===== config.mk =====
export PLATFORM = sky130hd
export DESIGN_NAME = pc_sequencer
export DESIGN_NICKNAME = d
export VERILOG_FILES = /design/src/rtl/pc_sequencer.sv
export SDC_FILE = /design/constraint.sdc
export NUM_CORES = 1
export LEC_CHECK = 0
export CAP_MARGIN = 20
export CORE_MARGIN = 2
export CORE_UTILIZATION = 53
export CTS_CLUSTER_DIAMETER = 50
export DETAILED_ROUTE_END_ITERATION = 8
export MAX_ROUTING_LAYER = met4
export PLACE_DENSITY = 0.79
export SYNTH_ARGS = -nofsm -noshare
export SYNTH_HDL_FRONTEND = slang
export SYNTH_SLANG_ARGS = --single-unit

===== constraint.sdc =====
create_clock -name Clk -period 3.6 [get_ports Clk]
set_clock_uncertainty 0.2 [all_clocks]
set_input_delay 0.72 -clock Clk [delete_from_list [all_inputs] [get_ports Clk]]
set_output_delay 0.72 -clock Clk [all_outputs]
set_load 0.02 [all_outputs]

===== src/rtl/pc_sequencer.sv =====
// pc_sequencer: program-counter sequencer with absolute load, increment,
// relative branch and a small return-address stack for call/ret.
// One request is honoured per cycle in fixed priority order; stall freezes
// everything except reset.
module pc_sequencer #(
    parameter int                ADDR_W      = 8,
    parameter int                STACK_DEPTH = 4,
    parameter logic [ADDR_W-1:0] RESET_ADDR  = '0
) (
    input  logic              Clk,
    input  logic              Rst,
    input  logic [ADDR_W-1:0] reg_input,
    input  logic              reg_load,
    input  logic              reg_inc,
    input  logic              rel_branch,
    input  logic [ADDR_W-1:0] rel_offset,
    input  logic              call,
    input  logic              ret,
    input  logic              stall,
    output logic [ADDR_W-1:0] PC_address,
    output logic [ADDR_W-1:0] ROM_address,
    output logic              stack_full,
    output logic              stack_empty,
    output logic              stack_err
);

    // Index width into the stack array, and occupancy width which needs one
    // extra bit so that "completely full" is representable without wrapping.
    localparam int PTR_W = $clog2(STACK_DEPTH);
    localparam int OCC_W = PTR_W + 1;

    logic [ADDR_W-1:0] pc;
    logic [OCC_W-1:0]  occupancy;
    logic              err;

    // Return-address storage; entries at or above occupancy are dead and
    // are never read, so the array carries no reset.
    logic [ADDR_W-1:0] stack_mem [STACK_DEPTH];

    logic [ADDR_W-1:0] pc_plus_one;
    logic [ADDR_W-1:0] pc_branch;
    logic [PTR_W-1:0]  push_idx;
    logic [PTR_W-1:0]  pop_idx;
    logic              full;
    logic              empty;
    logic              active;
    logic              do_ret;
    logic              do_call;
    logic              do_push;
    logic              do_pop;
    logic              ret_fault;
    logic              call_fault;

    // Flags come only from the registered occupancy, never from requests.
    assign full  = (occupancy == OCC_W'(STACK_DEPTH));
    assign empty = (occupancy == '0);

    // Decode which single request wins this cycle and the candidate next
    // PCs. Adding an ADDR_W-bit offset modulo 2^ADDR_W is identical to
    // adding its sign-extended value, so no explicit extension is needed.
    always_comb begin
        pc_plus_one = pc + ADDR_W'(1);
        pc_branch   = pc + rel_offset;
        push_idx    = occupancy[PTR_W-1:0];
        pop_idx     = PTR_W'(occupancy - OCC_W'(1));
        active      = !Rst && !stall;
        do_ret      = active && ret;
        do_call     = active && !ret && call;
        do_pop      = do_ret && !empty;
        do_push     = do_call && !full;
        ret_fault   = do_ret && empty;
        call_fault  = do_call && full;
    end

    // Main PC / occupancy / error state update in priority order:
    // reset, stall, ret, call, load, branch, increment, hold.
    always_ff @(posedge Clk) begin
        if (Rst) begin
            pc        <= RESET_ADDR;
            occupancy <= '0;
            err       <= 1'b0;
        end else if (stall) begin
            pc        <= pc;
            occupancy <= occupancy;
            err       <= err;
        end else if (ret) begin
            if (do_pop) begin
                pc        <= stack_mem[pop_idx];
                occupancy <= occupancy - OCC_W'(1);
            end
            if (ret_fault) begin
                err <= 1'b1;
            end
        end else if (call) begin
            if (do_push) begin
                pc        <= reg_input;
                occupancy <= occupancy + OCC_W'(1);
            end
            if (call_fault) begin
                err <= 1'b1;
            end
        end else if (reg_load) begin
            pc <= reg_input;
        end else if (rel_branch) begin
            pc <= pc_branch;
        end else if (reg_inc) begin
            pc <= pc_plus_one;
        end
    end

    // Push the return address into the slot just above the current top.
    always_ff @(posedge Clk) begin
        if (do_push) begin
            stack_mem[push_idx] <= pc_plus_one;
        end
    end

    assign PC_address  = pc;
    assign ROM_address = pc;
    assign stack_full  = full;
    assign stack_empty = empty;
    assign stack_err   = err;

endmodule


==> results.toml, run 1 <==
[worst_hold_path]
hold_class = "flop to flop"
min_from = "stack_err$_SDFFE_PP0P_"

[timing]
rsz0062_at_grt = "false"
slew_violations = 0
hold_viol_final = 0
slew_headroom = 0.479
fin_crit_sh = 0.909
setup_viol = 0
fmax_mhz = 305
period_needed_ns = 3.27
tightest_slew_ns = 0.778
worst_slack_ns = 0.326
final.setup.tns_ns = 0

[setup_path]
worstPathMaxFanout = 2
worst-setup-path-type = "input pin to flop"
r2r_start = "PC_address[0]$_SDFFE_PP0P_"
crit_buf_inv = 2
crit_arrival_ns = 3.30
critPathRequiredTime_ns = 3.62
slowest_delay_ns = 0.51
cp_cell_sequence = "clkdlybuf4s50_1 -> ha_1 -> inv_1 -> fa_1 -> or2b_1 -> a21oi_2 -> mux2_2 -> or4_4 -> a311oi_2"
start_kind = "input pin"
critPathSlowestCell = "or4_4"
critPathTopFamily = "simple AND/OR/NAND/NOR gates"
startpoint = "rel_offset[0]"
crit_path_end_kind = "flop"

[grt]
antenna_found_initial = 0
grt_start_max_net_pins = 17
grt_pass1_vias = 1891
overflow = 0
grtUsageTotal = 0.220
grt_pass1_wl_mm = 8.74

[placed_design]
place_inst = 335
place_ws_ns = 0.0261
place.gp.congestion = 0.906
portBuffers = 42
place_area_sq_um = 3040
hpwlAfterDp_mm = 4.11

[clock_tree]
cts-resized-gates = 0
clk_pin_slew_ns = 0.10
cts_buffer_depth = 2
htreeDepth = 2
postCtsSetupBuffers = 0
cts_tree = "built"
cts_sinks = 44
ctsHoldBuffers = 0
clk-insertion-delay-late_ns = 0.30
clock-root-buffer = "clkbuf_8"
numCtsBuffers = 5

[floorplan]
io_pins = 43
coreArea_sq_um = 4750
die_y_um = 74.4
rows = 25
die_w_um = 74.4
dieArea_sq_um = 5540
start_util = 0.553

[route]
wl_mm = 5.58
drcViolationCount = 0
drt_first_pass_iters = 4
wire_per_inst_um = 16.3
ant_nets = 0
vias_per_cell = 5.66
num_vias = 1941
drt-initial-drc-count = 99

[synth]
synth_ff_type = "edfxtp_1"
yosysWarnings = 0
synth_commonest_cells = "32 x edfxtp_1, 27 x nor2_1, 13 x ha_1, 12 x a21oi_1, 12 x dfxtp_1"
syn-num-nets = 273
syn_area_sq_um = 2630
syn_inst = 235
synth-seq-cells = 44
synth.distinct_cells = 55
ys_seq_area_frac = 0.457
synth_area_leaders = "edfxtp_1 37%, dfxtp_1 9.1%, ha_1 6.2%"
yosysTopAreaCell = "edfxtp_1"
synthesis.area_per_instance_sq_um = 11.2
ys_async_sr_fraction = 0
synth_edf_count = 32
synth_most_common_cell = "edfxtp_1"
synth_top_area_frac = 0.366

[final_layout]
n_antenna_cell = 0
drive_gt1_frac = 0.130
stdcell_area_sq_um = 3160
areaGrowthSynthToFinish_pct = 20.1
finalNonFillerCells = 343
utilization = 0.664
finalNetCount = 313

[job]
cap_violations = 0

[pwr]
ir_worst_vdd_uv = 242
powerDensity_nw_per_um2 = 388
leakagePower_nw = 1.14

[run_status]
status = "complete, no violations"
==> power by group <==
part / internal (mW) / switching, mW / total [mW]
combinational: 0.123 / 0.135 / 0.257
sequential: 0.559 / 0.0139 / 0.573
clock: 0.209 / 0.184 / 0.393
total: 0.891 / 0.332 / 1.22
==> through the flow <==
stage               hold WS (ns)  power, mW
floorplan                  0.279      0.754
global placement           0.259      0.835
detailed placement         0.270      0.841
CTS                        0.291       1.23
global route               0.314       1.27
finish                     0.289       1.22
==> layer usage <==
layer	share of wire	wire, um	global-route usage	up-vias
li1	-	-	-	946
met1	0.44	2460	0.268	919
met2	0.49	2750	0.361	65
met3	0.049	276	0.0379	11
met4	0.018	103	0.0913	0
met5	0	0	-	-
==> area by class of cell <==
class,count,area (sq um)
clock inverter,3,46.3
clock buffer,5,68.8
tap,67,83.8
multi-input combinational,162,1230
inverter,11,41.3
sequential,44,1200
timing repair buffer,51,488
fill,371,1600
==> cell usage in the layout (no fill, tap or decap), types with 3 or more instances in the layout <==
master,netlist,layout
edfxtp_1,32,32
buf_4,9,9
nor2_1,27,27
o22ai_1,3,3
dfxtp_1,12,12
nor3_1,7,7
a211oi_1,7,7
nand3_1,5,5
inv_1,11,11
xnor2_1,6,6
a21oi_1,12,12
and2_1,5,5
a311oi_1,3,3
nand2_1,10,10
ha_1,13,13
mux2_2,4,4
o21ai_0,6,6
mux4_2,6,6
nand2b_1,3,3
clkdlybuf4s50_1,0,42
mux2i_1,5,5
clkbuf_8,2,5
==> worst reg2reg max path, delay by kind of cell (launching register included) <==
family | cells | cell delay, ns
compound gates | 2 | 0.36
fa+ha+maj | 2 | 0.58
buf+inv | 1 | 0.06
flops | 1 | 0.36
mux | 1 | 0.34
simple gates | 2 | 0.78
==> logic make-up (layout without fill, tap and decap cells) <==
logic type | after synthesis | after routing | share of synthesized area
buffers and inverters | 29 | 70 | 0.0757
xor gates and xnor gates | 8 | 8 | 0.0267
and+or+nand+nor | 76 | 76 | 0.150
adders and majority gates | 14 | 14 | 0.0695
AOI/OAI and AO/OA | 47 | 47 | 0.125
DFF | 44 | 44 | 0.457
muxes | 17 | 17 | 0.0962
==> sequential cells by signal, indices dropped and copies added (netlist names) <==
signal	flops
PC_address	8
occupancy	3
stack_err	1
stack_mem	32
==> path summary, 6_finish.rpt <==
kind                                end  slack (ns)  depth (start not counted)
max reg2reg  PC_address[4]$_SDFFE_PP0P_        0.84                          8
max          PC_address[4]$_SDFFE_PP0P_        0.33                          9
min              stack_err$_SDFFE_PP0P_        0.29                          2
min reg2reg      stack_err$_SDFFE_PP0P_        0.29                          2
(Power assumes the default switching activity.)
==> inputs of run 2 (changes only) <==
--- a/config.mk
+++ b/config.mk
@@ -12,6 +12,7 @@
 export DETAILED_ROUTE_END_ITERATION = 8
 export MAX_ROUTING_LAYER = met4
 export PLACE_DENSITY = 0.79
+export SLEW_MARGIN = 20
 export SYNTH_ARGS = -nofsm -noshare
 export SYNTH_HDL_FRONTEND = slang
 export SYNTH_SLANG_ARGS = --single-unit
==> results of run 2 <==
No change in the layout: final DEF, timing and power equal those of run 1.
==> inputs of run 3 (changes only) <==
--- a/config.mk
+++ b/config.mk
@@ -11,7 +11,7 @@
 export CTS_CLUSTER_DIAMETER = 50
 export DETAILED_ROUTE_END_ITERATION = 8
 export MAX_ROUTING_LAYER = met4
-export PLACE_DENSITY = 0.79
+export PLACE_DENSITY = 0.89
 export SLEW_MARGIN = 20
 export SYNTH_ARGS = -nofsm -noshare
 export SYNTH_HDL_FRONTEND = slang
==> results.toml, run 3 (synthesis gave the netlist of run 1 again) <==
[clock_tree]
clock-root-buffer = "clkbuf_8"
numCtsBuffers = 5
cts_tree = "built"
cts-resized-gates = 0
postCtsSetupBuffers = 0
cts_sinks = 44
htreeDepth = 2
ctsHoldBuffers = 0
clk_pin_slew_ns = 0.08
cts_buffer_depth = 2
clk-insertion-delay-late_ns = 0.29

[setup_path]
rr_endpoint = "PC_address[4]$_SDFFE_PP0P_"
cp_cell_sequence = "clkdlybuf4s50_1 -> ha_1 -> inv_1 -> fa_1 -> or2b_1 -> a21oi_2 -> mux2_2 -> or4_4 -> a311oi_2"
worst-setup-path-type = "input pin to flop"
rrSetupSlack_ns = 0.62
slowest_delay_ns = 0.51
r2r_cells = 8
critPathSlowestCell = "or4_4"
crit_arrival_ns = 3.28
critPathRequiredTime_ns = 3.61
crit_path_end_kind = "flop"
startpoint = "rel_offset[0]"
r2r_start = "PC_address[0]$_SDFFE_PP0P_"
worstPathMaxFanout = 2
start_kind = "input pin"

[placed_design]
portBuffers = 42
place_inst = 333
hpwlAfterDp_mm = 4.03
place.gp.congestion = 0.919

[worst_hold_path]
min_from = "stack_err$_SDFFE_PP0P_"
hold_end = "stack_err$_SDFFE_PP0P_"
hold_class = "flop to flop"
whs_path_depth = 2

[final_layout]
largest_reg_flops = 32
finalNetCount = 311
areaGrowthSynthToFinish_pct = 19.4
regMostFlops = "stack_mem"
final_cell_mix = "42 x clkdlybuf4s50_1, 32 x edfxtp_1, 27 x nor2_1"
finalNonFillerCells = 341
n_antenna_cell = 0
drive_gt1_frac = 0.120
final_common_cell = "clkdlybuf4s50_1"

[grt]
grt_pass1_vias = 1893
grt_start_max_net_pins = 17
antenna_found_initial = 0
grt_pass1_wl_mm = 8.58
grtUsageTotal = 0.216
overflow = 0

[pwr]
leakagePower_nw = 1.13
ir_worst_vdd_uv = 161
powerDensity_nw_per_um2 = 382

[floorplan]
rows = 25
io_pins = 43
dieArea_sq_um = 5540
die_w_um = 74.4
coreArea_sq_um = 4750
start_util = 0.553
die_y_um = 74.4

[timing]
slew_violations = 0
rsz0062_at_grt = "false"
hold_viol_final = 0
final.setup.tns_ns = 0
tightest_slew_ns = 0.810
slew_headroom = 0.458
fmax_mhz = 306
setup_viol = 0
fin_crit_sh = 0.908
period_needed_ns = 3.27

[route]
num_vias = 1969
ant_nets = 0
vias_per_cell = 5.77
drt_first_pass_iters = 5
wl_mm = 5.56
wire_per_inst_um = 16.3
drcViolationCount = 0
drt-initial-drc-count = 140

[job]
cap_violations = 0

[run_status]
status = "complete, no violations"
## run 3: changes by cell type in the layout (fill, tap and decap cells not counted)
| cell | change |
|---|---|
| buf_4 | -2 |
| clkinv_1 | +1 |
| clkinv_4 | +1 |
| clkinvlp_4 | -1 |
| inv_6 | -1 |
## run 3: how the worst max path moves through the flow
stage          slack [ns]                          to
3_3_place_gp         0.05  PC_address[4]$_SDFFE_PP0P_
3_5_place_dp         0.02  PC_address[4]$_SDFFE_PP0P_
4_1_cts              0.34  PC_address[4]$_SDFFE_PP0P_
5_1_grt              0.25  PC_address[4]$_SDFFE_PP0P_
6_report             0.33  PC_address[4]$_SDFFE_PP0P_
2_1_floorplan        0.59  PC_address[4]$_SDFFE_PP0P_
## run 3: critical path: cells and delay by family
kind,cells,cell delay [ns]
simple gates,2,0.78
compound gates,2,0.36
fa+ha+maj,2,0.57
buf+inv,2,0.52
mux,1,0.34
## run 3: cell type report
type	instances	area [sq um]
Timing Repair Buffer	49	473
Tap cell	67	83.8
Multi-Input combinational cell	162	1230
Fill cell	358	1620
Clock buffer	5	68.8
Inverter	11	41.3
Clock inverter	3	42.5
Sequential cell	44	1200
## run 3: power breakdown
group / internal [mW] / switching (mW)
Combinational: 0.121 / 0.131
Clock: 0.205 / 0.165
Sequential: 0.559 / 0.0173
## run 3: stage by stage
step | hold WS, ns | setup WS, ns | power (mW) | utilization | area [sq um]
5_1_grt | 0.331 | 0.251 | 1.25 | 0.660 | 3140
4_1_cts | 0.303 | 0.343 | 1.21 | 0.660 | 3140
3_5_place_dp | 0.283 | 0.0239 | 0.836 | 0.637 | 3030
2_1_floorplan | 0.279 | 0.586 | 0.754 | - | 2630
3_3_place_gp | 0.268 | 0.0492 | 0.829 | 0.637 | 3030
6_report | 0.311 | 0.331 | 1.20 | 0.660 | 3140
## run 3: routing by layer
metal | vias up | GRT usage | share of wire
met5 | - | - | 0
met4 | 0 | 0.129 | 0.037
met3 | 20 | 0.0407 | 0.053
met2 | 85 | 0.343 | 0.49
met1 | 920 | 0.254 | 0.42
li1 | 944 | - | -
